## config.mk

```make
export PLATFORM = sky130hd
export DESIGN_NAME = rx_cmd_ctrl_flat
export DESIGN_NICKNAME = d
export VERILOG_FILES = /design/src/rtl/sys_ctrl_pkg.sv /design/src/rtl/rx_cmd_ctrl_if.sv /design/src/rtl/rx_frame_timer.sv /design/src/rtl/rx_cmd_ctrl.sv /design/src/flat_wrapper.sv
export SDC_FILE = /design/constraint.sdc
export NUM_CORES = 1
export LEC_CHECK = 0
export ABC_CLOCK_PERIOD_IN_PS = 1650
export CORE_UTILIZATION = 25
export CTS_CLUSTER_DIAMETER = 40
export DETAILED_ROUTE_END_ITERATION = 10
export PLACE_DENSITY = 0.53
export SKIP_CTS_REPAIR_TIMING = 1
export SLEW_MARGIN = 10
export SYNTH_ARGS = -nofsm -noshare
export SYNTH_HDL_FRONTEND = slang
export SYNTH_SLANG_ARGS = --single-unit
```

## constraint.sdc

```tcl
create_clock -name CLK -period 1.65 [get_ports CLK]
set_input_delay 0.33 -clock CLK [delete_from_list [all_inputs] [get_ports CLK]]
set_output_delay 0.33 -clock CLK [all_outputs]
set_load 0.02 [all_outputs]
```

## src/rtl/sys_ctrl_pkg.sv

```systemverilog
// Shared system-control definitions: command opcodes, operand addresses and
// the RX command state encoding used by both RX and TX control blocks.
package sys_ctrl_pkg;

    localparam logic [7:0] OPC_RF_WR   = 8'hAA;
    localparam logic [7:0] OPC_RF_RD   = 8'hBB;
    localparam logic [7:0] OPC_ALU_OP  = 8'hCC;
    localparam logic [7:0] OPC_ALU_NOP = 8'hDD;

    localparam int unsigned OPA_ADDR = 0;
    localparam int unsigned OPB_ADDR = 1;

    typedef enum logic [3:0] {
        IDLE,
        WR_ADDR,
        WR_DATA,
        RD_ADDR,
        RD_WAIT,
        OP_A,
        OP_B,
        ALU_FUN,
        ALU_WAIT
    } ctrl_state_e;

    // States during which the ALU clock must run
    function automatic logic is_alu_state(input ctrl_state_e s);
        return (s == OP_A) || (s == OP_B) || (s == ALU_FUN) || (s == ALU_WAIT);
    endfunction

endpackage

```

## src/rtl/rx_cmd_ctrl_if.sv

```systemverilog
// RX command controller bus: UART byte stream and ALU/RF handshakes in,
// register-file and ALU control strobes out.
interface rx_cmd_ctrl_if #(
    parameter int unsigned BusWidth  = 8,
    parameter int unsigned AddrWidth = 4
) ();

    logic [BusWidth-1:0]  RX_P_Data;
    logic                 RX_D_VLD;
    logic                 ALU_OUT_VLD;
    logic                 RdData_Valid;
    logic                 RF_WrEn;
    logic                 RF_RdEn;
    logic [AddrWidth-1:0] RF_Address;
    logic [BusWidth-1:0]  RF_WrData;
    logic                 ALU_EN;
    logic [3:0]           ALU_FUN;
    logic                 CLK_GATE_EN;

    modport master (
        input  RX_P_Data, RX_D_VLD, ALU_OUT_VLD, RdData_Valid,
        output RF_WrEn, RF_RdEn, RF_Address, RF_WrData, ALU_EN, ALU_FUN, CLK_GATE_EN
    );

    modport slave (
        output RX_P_Data, RX_D_VLD, ALU_OUT_VLD, RdData_Valid,
        input  RF_WrEn, RF_RdEn, RF_Address, RF_WrData, ALU_EN, ALU_FUN, CLK_GATE_EN
    );

endinterface

```

## src/rtl/rx_frame_timer.sv

```systemverilog
// Counts consecutive stalled cycles of a partial command frame and flags
// expiry on the TimeoutCycles-th stalled cycle.
module rx_frame_timer #(
    parameter int unsigned TimeoutCycles = 255
) (
    input  logic CLK,
    input  logic RST,
    input  logic stall,
    output logic expired_c
);

    localparam int unsigned CntW = $clog2(TimeoutCycles + 1);

    logic [CntW-1:0] cnt_q;

    assign expired_c = stall && (cnt_q == CntW'(TimeoutCycles - 1));

    always_ff @(posedge CLK or negedge RST) begin
        if (!RST) begin
            cnt_q <= '0;
        end else if (!stall || expired_c) begin
            cnt_q <= '0;
        end else begin
            cnt_q <= cnt_q + CntW'(1);
        end
    end

endmodule

```

## src/rtl/rx_cmd_ctrl.sv

```systemverilog
// RX command decoder: turns UART command frames into RF write/read and ALU
// strobes. Optional frame timeout enabled by macro RX_CMD_CTRL_TIMEOUT_EN.
module rx_cmd_ctrl
    import sys_ctrl_pkg::*;
#(
    parameter int unsigned BusWidth      = 8,
    parameter int unsigned AddrWidth     = 4,
    parameter int unsigned TimeoutCycles = 255
) (
    input  logic          CLK,
    input  logic          RST,
    rx_cmd_ctrl_if.master bus
);

    localparam logic [BusWidth-1:0] OpWr    = BusWidth'(OPC_RF_WR);
    localparam logic [BusWidth-1:0] OpRd    = BusWidth'(OPC_RF_RD);
    localparam logic [BusWidth-1:0] OpAlu   = BusWidth'(OPC_ALU_OP);
    localparam logic [BusWidth-1:0] OpAluNo = BusWidth'(OPC_ALU_NOP);

    ctrl_state_e          state_q, state_nxt;
    logic [AddrWidth-1:0] wr_addr_q, wr_addr_nxt;

    logic                 wr_en_q, wr_en_nxt;
    logic                 rd_en_q, rd_en_nxt;
    logic [AddrWidth-1:0] addr_q, addr_nxt;
    logic [BusWidth-1:0]  wdata_q, wdata_nxt;
    logic                 alu_en_q, alu_en_nxt;
    logic [3:0]           alu_fun_q, alu_fun_nxt;
    logic                 gate_q, gate_nxt;

    logic                 rx_vld;
    logic [BusWidth-1:0]  rx_byte;
    logic                 timeout_c;

    assign rx_vld  = bus.RX_D_VLD;
    assign rx_byte = bus.RX_P_Data;

`ifdef RX_CMD_CTRL_TIMEOUT_EN
    logic stall_c;

    // A frame stalls when its state is waiting for an event that did not occur
    always_comb begin
        stall_c = 1'b0;
        case (state_q)
            IDLE:     stall_c = 1'b0;
            RD_WAIT:  stall_c = !bus.RdData_Valid;
            ALU_WAIT: stall_c = !bus.ALU_OUT_VLD;
            default:  stall_c = !rx_vld;
        endcase
    end

    rx_frame_timer #(
        .TimeoutCycles(TimeoutCycles)
    ) u_frame_timer (
        .CLK       (CLK),
        .RST       (RST),
        .stall     (stall_c),
        .expired_c (timeout_c)
    );
`else
    logic unused_timeout_cfg;

    assign timeout_c          = 1'b0;
    assign unused_timeout_cfg = ^32'(TimeoutCycles);
`endif

    always_ff @(posedge CLK or negedge RST) begin
        if (!RST) begin
            state_q   <= IDLE;
            wr_addr_q <= '0;
        end else begin
            state_q   <= state_nxt;
            wr_addr_q <= wr_addr_nxt;
        end
    end

    // Next state plus next value of every registered output
    always_comb begin
        state_nxt   = state_q;
        wr_addr_nxt = wr_addr_q;
        wr_en_nxt   = 1'b0;
        rd_en_nxt   = 1'b0;
        addr_nxt    = '0;
        wdata_nxt   = '0;
        alu_en_nxt  = 1'b0;
        alu_fun_nxt = '0;
        gate_nxt    = 1'b0;

        case (state_q)
            IDLE: begin
                if (rx_vld) begin
                    case (rx_byte)
                        OpWr:    state_nxt = WR_ADDR;
                        OpRd:    state_nxt = RD_ADDR;
                        OpAlu:   state_nxt = OP_A;
                        OpAluNo: state_nxt = ALU_FUN;
                        default: state_nxt = IDLE;
                    endcase
                end
            end
            WR_ADDR: begin
                if (rx_vld) begin
                    wr_addr_nxt = rx_byte[AddrWidth-1:0];
                    state_nxt   = WR_DATA;
                end
            end
            WR_DATA: begin
                if (rx_vld) begin
                    wr_en_nxt = 1'b1;
                    addr_nxt  = wr_addr_q;
                    wdata_nxt = rx_byte;
                    state_nxt = IDLE;
                end
            end
            RD_ADDR: begin
                if (rx_vld) begin
                    rd_en_nxt = 1'b1;
                    addr_nxt  = rx_byte[AddrWidth-1:0];
                    state_nxt = RD_WAIT;
                end
            end
            RD_WAIT: begin
                if (bus.RdData_Valid) begin
                    state_nxt = IDLE;
                end
            end
            OP_A: begin
                if (rx_vld) begin
                    wr_en_nxt = 1'b1;
                    addr_nxt  = AddrWidth'(OPA_ADDR);
                    wdata_nxt = rx_byte;
                    state_nxt = OP_B;
                end
            end
            OP_B: begin
                if (rx_vld) begin
                    wr_en_nxt = 1'b1;
                    addr_nxt  = AddrWidth'(OPB_ADDR);
                    wdata_nxt = rx_byte;
                    state_nxt = ALU_FUN;
                end
            end
            ALU_FUN: begin
                if (rx_vld) begin
                    alu_en_nxt  = 1'b1;
                    alu_fun_nxt = rx_byte[3:0];
                    state_nxt   = ALU_WAIT;
                end
            end
            ALU_WAIT: begin
                if (bus.ALU_OUT_VLD) begin
                    state_nxt = IDLE;
                end else begin
                    alu_en_nxt  = 1'b1;
                    alu_fun_nxt = alu_fun_q;
                end
            end
            default: state_nxt = IDLE;
        endcase

        // Expired frame is abandoned without issuing anything
        if (timeout_c) begin
            state_nxt   = IDLE;
            wr_en_nxt   = 1'b0;
            rd_en_nxt   = 1'b0;
            addr_nxt    = '0;
            wdata_nxt   = '0;
            alu_en_nxt  = 1'b0;
            alu_fun_nxt = '0;
        end

        gate_nxt = is_alu_state(state_nxt);
    end

    always_ff @(posedge CLK or negedge RST) begin
        if (!RST) begin
            wr_en_q   <= 1'b0;
            rd_en_q   <= 1'b0;
            addr_q    <= '0;
            wdata_q   <= '0;
            alu_en_q  <= 1'b0;
            alu_fun_q <= '0;
            gate_q    <= 1'b0;
        end else begin
            wr_en_q   <= wr_en_nxt;
            rd_en_q   <= rd_en_nxt;
            addr_q    <= addr_nxt;
            wdata_q   <= wdata_nxt;
            alu_en_q  <= alu_en_nxt;
            alu_fun_q <= alu_fun_nxt;
            gate_q    <= gate_nxt;
        end
    end

    assign bus.RF_WrEn     = wr_en_q;
    assign bus.RF_RdEn     = rd_en_q;
    assign bus.RF_Address  = addr_q;
    assign bus.RF_WrData   = wdata_q;
    assign bus.ALU_EN      = alu_en_q;
    assign bus.ALU_FUN     = alu_fun_q;
    assign bus.CLK_GATE_EN = gate_q;

endmodule

```

## src/flat_wrapper.sv

```systemverilog
// flat-port wrapper written by rule: the top's interface ports become plain ports
module rx_cmd_ctrl_flat import sys_ctrl_pkg::*;
#(
    parameter int unsigned BusWidth      = 8,
    parameter int unsigned AddrWidth     = 4,
    parameter int unsigned TimeoutCycles = 255
)
  (CLK, RST, bus_RX_P_Data, bus_RX_D_VLD, bus_ALU_OUT_VLD, bus_RdData_Valid, bus_RF_WrEn, bus_RF_RdEn, bus_RF_Address, bus_RF_WrData, bus_ALU_EN, bus_ALU_FUN, bus_CLK_GATE_EN);
  rx_cmd_ctrl_if #(.BusWidth(BusWidth), .AddrWidth(AddrWidth)) bus_i ();
  input  logic CLK;
  input  logic RST;
  input wire logic [$bits(bus_i.RX_P_Data)-1:0] bus_RX_P_Data;
  input wire logic [$bits(bus_i.RX_D_VLD)-1:0] bus_RX_D_VLD;
  input wire logic [$bits(bus_i.ALU_OUT_VLD)-1:0] bus_ALU_OUT_VLD;
  input wire logic [$bits(bus_i.RdData_Valid)-1:0] bus_RdData_Valid;
  output wire logic [$bits(bus_i.RF_WrEn)-1:0] bus_RF_WrEn;
  output wire logic [$bits(bus_i.RF_RdEn)-1:0] bus_RF_RdEn;
  output wire logic [$bits(bus_i.RF_Address)-1:0] bus_RF_Address;
  output wire logic [$bits(bus_i.RF_WrData)-1:0] bus_RF_WrData;
  output wire logic [$bits(bus_i.ALU_EN)-1:0] bus_ALU_EN;
  output wire logic [$bits(bus_i.ALU_FUN)-1:0] bus_ALU_FUN;
  output wire logic [$bits(bus_i.CLK_GATE_EN)-1:0] bus_CLK_GATE_EN;
  assign bus_i.RX_P_Data = bus_RX_P_Data;
  assign bus_i.RX_D_VLD = bus_RX_D_VLD;
  assign bus_i.ALU_OUT_VLD = bus_ALU_OUT_VLD;
  assign bus_i.RdData_Valid = bus_RdData_Valid;
  assign bus_RF_WrEn = bus_i.RF_WrEn;
  assign bus_RF_RdEn = bus_i.RF_RdEn;
  assign bus_RF_Address = bus_i.RF_Address;
  assign bus_RF_WrData = bus_i.RF_WrData;
  assign bus_ALU_EN = bus_i.ALU_EN;
  assign bus_ALU_FUN = bus_i.ALU_FUN;
  assign bus_CLK_GATE_EN = bus_i.CLK_GATE_EN;
  rx_cmd_ctrl #(.BusWidth(BusWidth), .AddrWidth(AddrWidth), .TimeoutCycles(TimeoutCycles)) u_core (.CLK(CLK), .RST(RST), .bus(bus_i));
endmodule
```

==> metrics <==
max frequency 0.5837 GHz; drt pass-1 iters 3; Die H 71.75 um; Final Max Tran Viols 0; Core Rows 25; Crit. End Element flop; Worst EP arrival 1.88 ns; share of layout cells above drive strength 1 28.57%; Syn Inst Count 99; Setup violations, final 1; Min-Delay Path Class in -> reg; Initial DRC Count 47; Layout area overhead 52.57%; clock tree buffer depth 2; clock-pin slew on the worst setup and hold paths 0.09 ns; Clock Sinks 28; kind of critical path in -> reg; Synth warnings 0; Critical Path Fanout Max 2; synth top area cells dfrtp_1 (58%), mux2_2 (3.7%), and3_1 (3.6%), mux2i_1 (3.3%), nor2_1 (3.1%); Syn Nets 112; most numerous cell in the Yosys netlist dfrtp_1; Tot Pwr 1.393 mW; Yosys cell types 34; Final Instance Area 1856 um^2; VDD IR max 0.0004209 V; ANT nets after route 0; critical path launch point type input port; gr ovfl total 0; met3 Use GR 2.672%; Area after DPL 1740 um^2; max cap viols 0; Fin Clk Skew 0.002617 ns; GRT Resource Usage Total 11.52%; nets 168; GPL Wtd Cong 0.8382; final clock period utilization by the worst path 103.8%; Post-synth EDFFs 0; I/O Pins 33; vias 921; Slew Limit Headroom 77.21%; post-synthesis sequential area ratio 57.61%; die area 5147 um^2; NetSw 0.2851 mW; global routing usage on met1 14.45%; chip width 71.75 um; Post-route DRC 0; Flop pwr share 51.3%; Final Hold Viols 0; status finished, violations left; async set-or-reset flop fraction in the synthesized netlist 100.0%; most instantiated cells after synthesis dfrtp_1 (28), nor2_1 (10), and3_1 (7); flops & latches, synth 28; Sw Ratio 20.47%; largest net degree at the start of global routing 29; Initial Util 25.92%; Final WS setup -0.06334 ns; antenna violations before repair 0; post-synthesis instance area 1216 um^2; RSZ-0062 raised after global routing yes; DPL Wire Length 2163 um; failing checks setup timing; data required time of the worst path 1.82 ns; Port Buffers 32; post-synth top area cell dfrtp_1; met2 GRT Util 19.50%; Slew @ Worst Pin 0.3419 ns; Clock Root Buffer clkbuf_8; CTS tree built; Yosys top cell area share 57.61%; PD cells 750.7 nW/um^2; Logic pwr share 10.2%; Skew-Pair Late Insertion Delay 0.27 ns; WL/cell 13.35 um; CTS Buf Count 3; P_int 1.108 mW; vias in the first global route 983; Leak Pwr 0.9091 nW; CTS H-tree lvls 1; Clk pwr share 38.5%; GR peak layer met2; ANT cells 0; post-layout min period 1.713 ns; Fill cells 460; Main synth FF type dfrtp_1; mean post-synth cell area 12.28 um^2; drt via density 4.428; first-pass GRT wire length 4554 um; Core Footprint 4692 um^2; final WL 2776 um
-- power by group through the flow --
stage / registers, mW / logic [mW] / clock network (mW)
global placement: 0.728 / 0.141 / 0
floorplan: 0.728 / 0.0536 / 0
detailed placement: 0.729 / 0.144 / 0
CTS: 0.715 / 0.144 / 0.555
finish: 0.715 / 0.142 / 0.536
global route: 0.717 / 0.158 / 0.581
-- critical path: stages --
cell and delay (ns):
clkdlybuf4s50_1 0.48, and2_4 0.17, o2111ai_4 0.13, a2111oi_4 0.41, nor2_2 0.07, mux2_4 0.30
-- registers in the layout (all words and copies together) (netlist names) --
name	cells
u_core.bus.ALU_EN	1
u_core.bus.RF_WrEn	1
u_core.wr_addr_q	4
u_core.state_q	4
u_core.bus.RF_WrData	8
u_core.bus.CLK_GATE_EN	1
u_core.bus.RF_RdEn	1
u_core.bus.RF_Address	4
u_core.bus.ALU_FUN	4
-- cell usage in the layout (no fill, tap or decap) --
master            n
a2111oi_4         1
a21oi_1           3
a22o_1            4
a31oi_1           1
and2_1            1
and2_4            1
and2b_2           1
and3_1            7
and3_2            1
and3b_1           1
and4bb_2          1
and4bb_4          1
buf_4            23
bufinv_16         1
clkbuf_8          3
clkdlybuf4s50_1  25
dfrtp_1          27
dfrtp_2           1
dlymetal6s2s_1    7
inv_1             2
mux2_2            4
mux2_4            1
mux2i_1           4
nand2_1           3
nand2b_1          2
nand3_1           1
nand4_1           2
nor2_1           10
nor2_2            1
nor2b_1           3
nor3_1            3
o2111ai_4         1
o21ai_1           1
o22ai_2           1
or2_1             1
or2_2             2
or4b_1            1
xnor2_1           1
-- final timing paths --
| kind | slack, ns | end | cells past startpoint | from |
|---|---|---|---|---|
| min in group asynchronous | 0.42 | u_core.bus.RF_WrData[2] | 2 | RST |
| worst min register to register | 0.52 | u_core.wr_addr_q[1] | 1 | u_core.wr_addr_q[1] |
| worst min-delay path | 0.35 | u_core.bus.RF_WrData[7] | 2 | bus_RX_P_Data[7] |
| worst max-delay path | -0.06 | u_core.bus.CLK_GATE_EN | 6 | bus_RX_P_Data[3] |
| worst max register to register | -0.05 | u_core.bus.CLK_GATE_EN | 5 | u_core.state_q[2] |
| max in group asynchronous | 0.95 | u_core.state_q[2] | 2 | RST |
-- metal layers --
| layer | part of all wire, % | routed length, um |
|---|---|---|
| met5 | 0 | 0 |
| met4 | 1.5 | 41 |
| met3 | 4.3 | 118 |
| met2 | 49 | 1364 |
| met1 | 45 | 1252 |
-- layout make-up --
class / instances / area, um^2 / area share (%)
Timing Repair Buffer: 55 / 510.5 / 27.51
Multi-Input combinational cell: 65 / 496.7 / 26.77
Inverter: 2 / 7.507 / 0.4046
Clock buffer: 3 / 41.29 / 2.225
Sequential cell: 28 / 701.9 / 37.83
Tap cell: 54 / 67.56 / 3.641
Clock inverter: 1 / 30.03 / 1.618
-- logic make-up (layout without fill, tap and decap cells) --
| logic type | Yosys count | after routing | share of synthesized area [%] |
|---|---|---|---|
| and+or+nand+nor | 43 | 43 | 21.09 |
| buffers and inverters | 6 | 61 | 2.366 |
| AOI/OAI and AO/OA | 12 | 12 | 9.980 |
| muxes | 9 | 9 | 8.230 |
| xor gates and xnor gates | 1 | 1 | 0.7203 |
| DFF | 28 | 28 | 57.61 |
-- per-stage QoR --
stage	utilization, %	std cells	setup slack, ns	hold slack, ns	setup TNS (ns)
finish	39.55	208	-0.06334	0.3535	-0.06334
global route	39.55	208	-0.1124	0.3642	-0.1124
CTS	38.61	206	-0.2065	0.4362	-0.2065
detailed placement	37.09	202	-0.5110	0.4965	-2.503
global placement	37.09	202	-0.4793	0.4898	-2.321
floorplan	-	99	-0.01279	0.03441	-0.01279
Note: power is estimated with default switching activity, not from simulation.
==> variant 1: new RTL, config.mk and constraints unchanged <==
Take the reset off `wr_addr_q` and load it in a clocked block of its own.
--- a/src/rtl/rx_cmd_ctrl.sv
+++ b/src/rtl/rx_cmd_ctrl.sv
@@ -69,7 +69,9 @@
             state_q   <= IDLE;
-            wr_addr_q <= '0;
         end else begin
             state_q   <= state_nxt;
-            wr_addr_q <= wr_addr_nxt;
         end
+    end
+
+    always_ff @(posedge CLK) begin
+        wr_addr_q <= wr_addr_nxt;
     end
Check against the original RTL: same outputs for any inputs over 10 cycles, from zero or initial values and one cycle with RST low; that may be too few to reach the edited logic, so the function may still have changed.
==> variant 1 against the unedited design <==
Routed wire length shrank 2.6%; final area down 3.5%; sequential cell count is the same; die area decreased by 2.6%; non-clock buffer count decreased by 2; worst setup slack better by 0.094 ns; synthesized area fell by 2.7%; critical path type unchanged; critical endpoint unchanged.
Power is not compared: it rests on default switching activity, and its combinational part moved more than twofold at a synthesized area within 25%.
==> variant 1: results (changes against the unedited design) <==
logic_synthesis:
  yosys_warnings: 0  # unchanged
  synth-edff-count: 4  # +4
  yosys-top-cells-count: "dfrtp_1 (24), and2_1 (8), nor2_1 (8)"
  syn_nets: 106  # -5.4%
  yosysSeqAreaShare_pct: 60.89  # +3.3 points
  netlist_top_cells_area: "dfrtp_1 (51%), edfxtp_1 (10%), and2_1 (4.2%), a22o_2 (3.4%), a21oi_1 (2.5%)"
  synthArstFlopShare_pct: 85.71  # -14 points
  ys_types: 37  # +8.8%
power:
  p_leak_nw: 0.8334
  peakVddDrop_v: 0.0003437
  p_sw_mw: 0.5210
critical_path:
  cp-startpoint: "bus_RX_P_Data[1]"
  worst-path-max-fanout: 2  # unchanged
  r2r-start: "u_core.state_q[0]$_DFF_PN0_"
  crit_path_max_incr_delay_ns: 0.48  # about the same
  crit_path_top_delay_cell: "clkdlybuf4s50_1"
outcome:
  status: "completed"
finish:
  fillers: 421  # -8.5%
  drive_gt1_share_pct: 31.29  # +2.7 points
  largest_reg_flops: 8  # unchanged
  fin_nets: 161  # -4.2%
  antenna_cells: 0  # unchanged
clock_network:
  cts.htree.levels: 1  # unchanged
  numCtsBuffers: 3  # unchanged
  root_buffer: "clkbuf_8"
  cts_buffer_depth: 2  # unchanged
  clock_latency_ns: 0.27  # about the same
  path_clk_slew_ns: 0.09  # about the same
placement:
  pre_cts_ws_ns: -0.3846  # +0.1263 ns
  routabilityCongestion: 0.7549  # -9.9%
  post_dp_cell_area_um2: 1684  # -3.2%
  portBuffers: 32  # unchanged
  hpwl_um: 2068  # -4.4%
worst_hold_path:
  hold_class: "input pin to async pin"
global_route:
  grt_pass1_wl_um: 4471  # -1.8%
  first_global_vias: 882  # -10%
  grtUsageTotal_pct: 11.47  # -0.047 points
  grt_max_degree: 25  # -14%
  antenna_found_initial: 0  # unchanged
detailed_routing:
  drtIter0Drc: 29  # -38%
  wire_per_inst_um: 13.58  # +1.8%
  dr.pass1.iters: 6  # +3
  vias: 905  # -1.7%
timing:
  fin_worst_skew_ns: 0.003929  # +0.001313 ns
  worst_pin_slew_ns: 0.3679  # +0.02602 ns
## variant 1: cell types whose count changed after synthesis, sizes merged, moves of 2 or more
cell	change
a21oi	+3
and3	-4
edfxtp	+4
and2	+6
nor3	-2
mux2	-4
nor2	-2
dfrtp	-4
## variant 1: final cells by class
type | count | area (um2) | area share [%]
Clock buffer | 3 | 41.29 | 2.306
Clock inverter | 1 | 30.03 | 1.677
Inverter | 2 | 7.507 | 0.4193
Tap cell | 52 | 65.06 | 3.634
Timing Repair Buffer | 53 | 480.5 | 26.83
Sequential cell | 28 | 720.7 | 40.25
Multi-Input combinational cell | 60 | 445.4 | 24.88
## variant 1: metal layers
layer	routed length (um)	track usage (%)	vias up	share of wire (%)
met2	1369	19.55	22	51
met4	34	4.667	0	1.3
met1	1174	14.35	445	43
met3	125	2.137	2	4.6
met5	0	0	-	0
li1	-	-	436	-
## variant 1: worst max-delay path, delay by kind of cell
kind | cells | cell delay (ns)
compound gates | 1 | 0.15
mux | 1 | 0.31
simple gates | 2 | 0.51
buf+inv | 1 | 0.48
## variant 1: path summary, 6_finish.rpt
path                                                      end  slack, ns  depth (start not counted)
max                          u_core.bus.CLK_GATE_EN$_DFF_PN0_       0.03                          5
min                         u_core.bus.RF_WrData[0]$_DFF_PN0_       0.41                          2
max reg2reg                  u_core.bus.CLK_GATE_EN$_DFF_PN0_       0.08                          4
min reg2reg                u_core.bus.RF_Address[2]$_DFF_PN0_       0.50                          2
max in group asynchronous   u_core.bus.ALU_FUN[0]$_DFFE_PN0P_       1.01                          2
min in group CLK           u_core.bus.RF_Address[2]$_DFF_PN0_       0.50                          2
## variant 1: cells by family (layout without fill, tap and decap cells)
logic type             after synthesis  count (layout)  share of synthesized area (%)
AO/OA/AOI/OAI                       17              17                          10.15
XOR/XNOR                             1               1                         0.7401
buffers and inverters                5              59                          2.960
flip-flops                          28              28                          60.89
multiplexers                         4               4                          3.805
AND/OR/NAND/NOR                     38              38                          21.46
## variant 1: power by group through the flow
stage               registers (mW)  logic, mW  clock network, mW
floorplan                    0.866      0.276                  0
global placement             0.837      0.520                  0
detailed placement           0.840      0.526                  0
CTS                          0.826      0.529              0.547
global route                 0.839      0.604              0.574
finish                       0.829      0.549              0.525
## variant 1: stage by stage
stage | TNS (ns) | instances
CTS | -0.09646 | 197
global placement | -1.916 | 193
detailed placement | -2.244 | 193
floorplan | 0 | 93
finish | 0 | 199
global route | 0 | 199
==> variant 2: new RTL, same flow settings <==
Made on the original files. `AddrWidth` is set to 4 in 3 places; all go to 5.
--- a/src/rtl/rx_cmd_ctrl_if.sv
+++ b/src/rtl/rx_cmd_ctrl_if.sv
@@ -4,3 +4,3 @@
     parameter int unsigned BusWidth  = 8,
-    parameter int unsigned AddrWidth = 4
+    parameter int unsigned AddrWidth = 5
 ) ();
--- a/src/rtl/rx_cmd_ctrl.sv
+++ b/src/rtl/rx_cmd_ctrl.sv
@@ -6,3 +6,3 @@
     parameter int unsigned BusWidth      = 8,
-    parameter int unsigned AddrWidth     = 4,
+    parameter int unsigned AddrWidth     = 5,
     parameter int unsigned TimeoutCycles = 255
--- a/src/flat_wrapper.sv
+++ b/src/flat_wrapper.sv
@@ -4,3 +4,3 @@
     parameter int unsigned BusWidth      = 8,
-    parameter int unsigned AddrWidth     = 4,
+    parameter int unsigned AddrWidth     = 5,
     parameter int unsigned TimeoutCycles = 255
Ports: changed (resized bus_RF_Address); port bits go from 33 to 34. The function was not compared with the original's and may differ.
==> variant 2 against the unedited design <==
Routed wire length grew 12%; synthesized area rose by 3.8%; first-iteration DRC count rose by 45%; final area increased by 2.2%; worst setup slack improved by 0.064 ns; core utilization up 0.061 points; sequential cell count is 2 higher; non-clock buffer count decreased by 4; highest routed layer unchanged.
Power is not compared: it rests on default switching activity, and its combinational part moved more than twofold at a synthesized area within 25%.
==> variant 2: results (changes against the unedited design) <==
logic_synthesis:
  synth.avg_cell_area_um2: 12.38  # +0.75%
  syn_nets: 115  # +2.7%
  ys_types: 31  # -8.8%
  netlist_top_cells_area: "dfrtp_1 (59%), mux2_1 (5.4%), and2_1 (4.0%), mux2i_1 (3.2%), nor2_1 (3.0%)"
  yosysSeqAreaShare_pct: 59.46  # +1.9 points
  yosys-top-cells-count: "dfrtp_1 (30), nor2_1 (10), and2_1 (8)"
critical_path:
  crit_path_max_incr_delay_ns: 0.41  # -0.07 ns
  regToRegSetupSlack_ns: 0.001  # +0.05 ns
  arrival_ns: 1.81  # -0.07 ns
  crit_path_top_delay_cell: "or3_4"
  criticalPathCategory: "register to register"
  r2r-start: "u_core.state_q[1]$_DFF_PN0_"
detailed_routing:
  vias: 980  # +6.4%
  routed_wl_um: 3112  # +12%
  dr.pass1.iters: 4  # +1
global_route:
  grt_pass1_wl_um: 4912  # +7.9%
  met1_usage_pct: 16.67  # +2.2 points
  use_met3_pct: 4.144  # +1.5 points
  use_met2_pct: 18.72  # -0.77 points
  first_global_vias: 990  # +0.71%
placement:
  portBuffers: 33  # +3.1%
  dp.cells: 214  # +5.9%
  hpwl_um: 2224  # +2.8%
worst_hold_path:
  min_from: "bus_RX_P_Data[6]"
  whs_endpoint: "u_core.bus.RF_WrData[6]$_DFF_PN0_"
clock_network:
  path_clk_slew_ns: 0.06  # -0.03 ns
  cts.htree.levels: 2  # +1
timing:
  timing.hold.ws_ns: 0.3478  # -0.005616 ns
  fin_worst_skew_ns: 0.008295  # +0.005678 ns
outcome:
  status: "completed"
## variant 2: cell types whose count changed in the layout (fill, tap and decap cells not counted), sizes merged, moves of 3 or more
cell,unedited run,this run
buf,23,18
and2,2,8
clkbuf,3,7
and3,8,2
clkdlybuf4s50,25,29
dlymetal6s2s,7,4
## variant 2: routing by layer
layer / routed length, um / up-vias
met4: 70 / 0
met3: 230 / 8
met5: 0 / -
met2: 1462 / 40
li1: - / 456
met1: 1348 / 476
## variant 2: cell type report
class | instances | area, um2
fillers | 467 | 2890
well taps | 67 | 83.83
multi-input cells | 65 | 501.7
repair buffers | 51 | 475.5
inverters | 2 | 7.507
clock buffers | 7 | 76.32
flip-flops and latches | 30 | 750.7
## variant 2: cell families after synthesis
kind of cell              count (synthesis)  synth area share, %
and+or+nand+nor                          38                19.23
DFF                                      30                59.46
AOI/OAI and AO/OA                        16                9.218
muxes                                    10                8.523
buffers and inverters                     7                2.875
xor gates and xnor gates                  1               0.6939
## variant 2: power by group through the flow
| stage | Combinational (mW) | Clock, mW | Sequential [mW] |
|---|---|---|---|
| 6_report | 0.787 | 0.543 | 0.911 |
| 5_1_grt | 0.860 | 0.608 | 0.926 |
| 4_1_cts | 0.767 | 0.564 | 0.914 |
| 3_5_place_dp | 0.762 | 0 | 0.925 |
| 3_3_place_gp | 0.753 | 0 | 0.918 |
| 2_1_floorplan | 0.408 | 0 | 0.967 |
## variant 2: through the flow
step | instance area [um2] | worst slack (ns)
final | 1896 | 0.0009794
after global routing | 1896 | -0.07237
after CTS | 1852 | -0.1032
after detailed placement | 1775 | -0.3922
after global placement | 1775 | -0.3611
after floorplan | 1262 | 0.009410
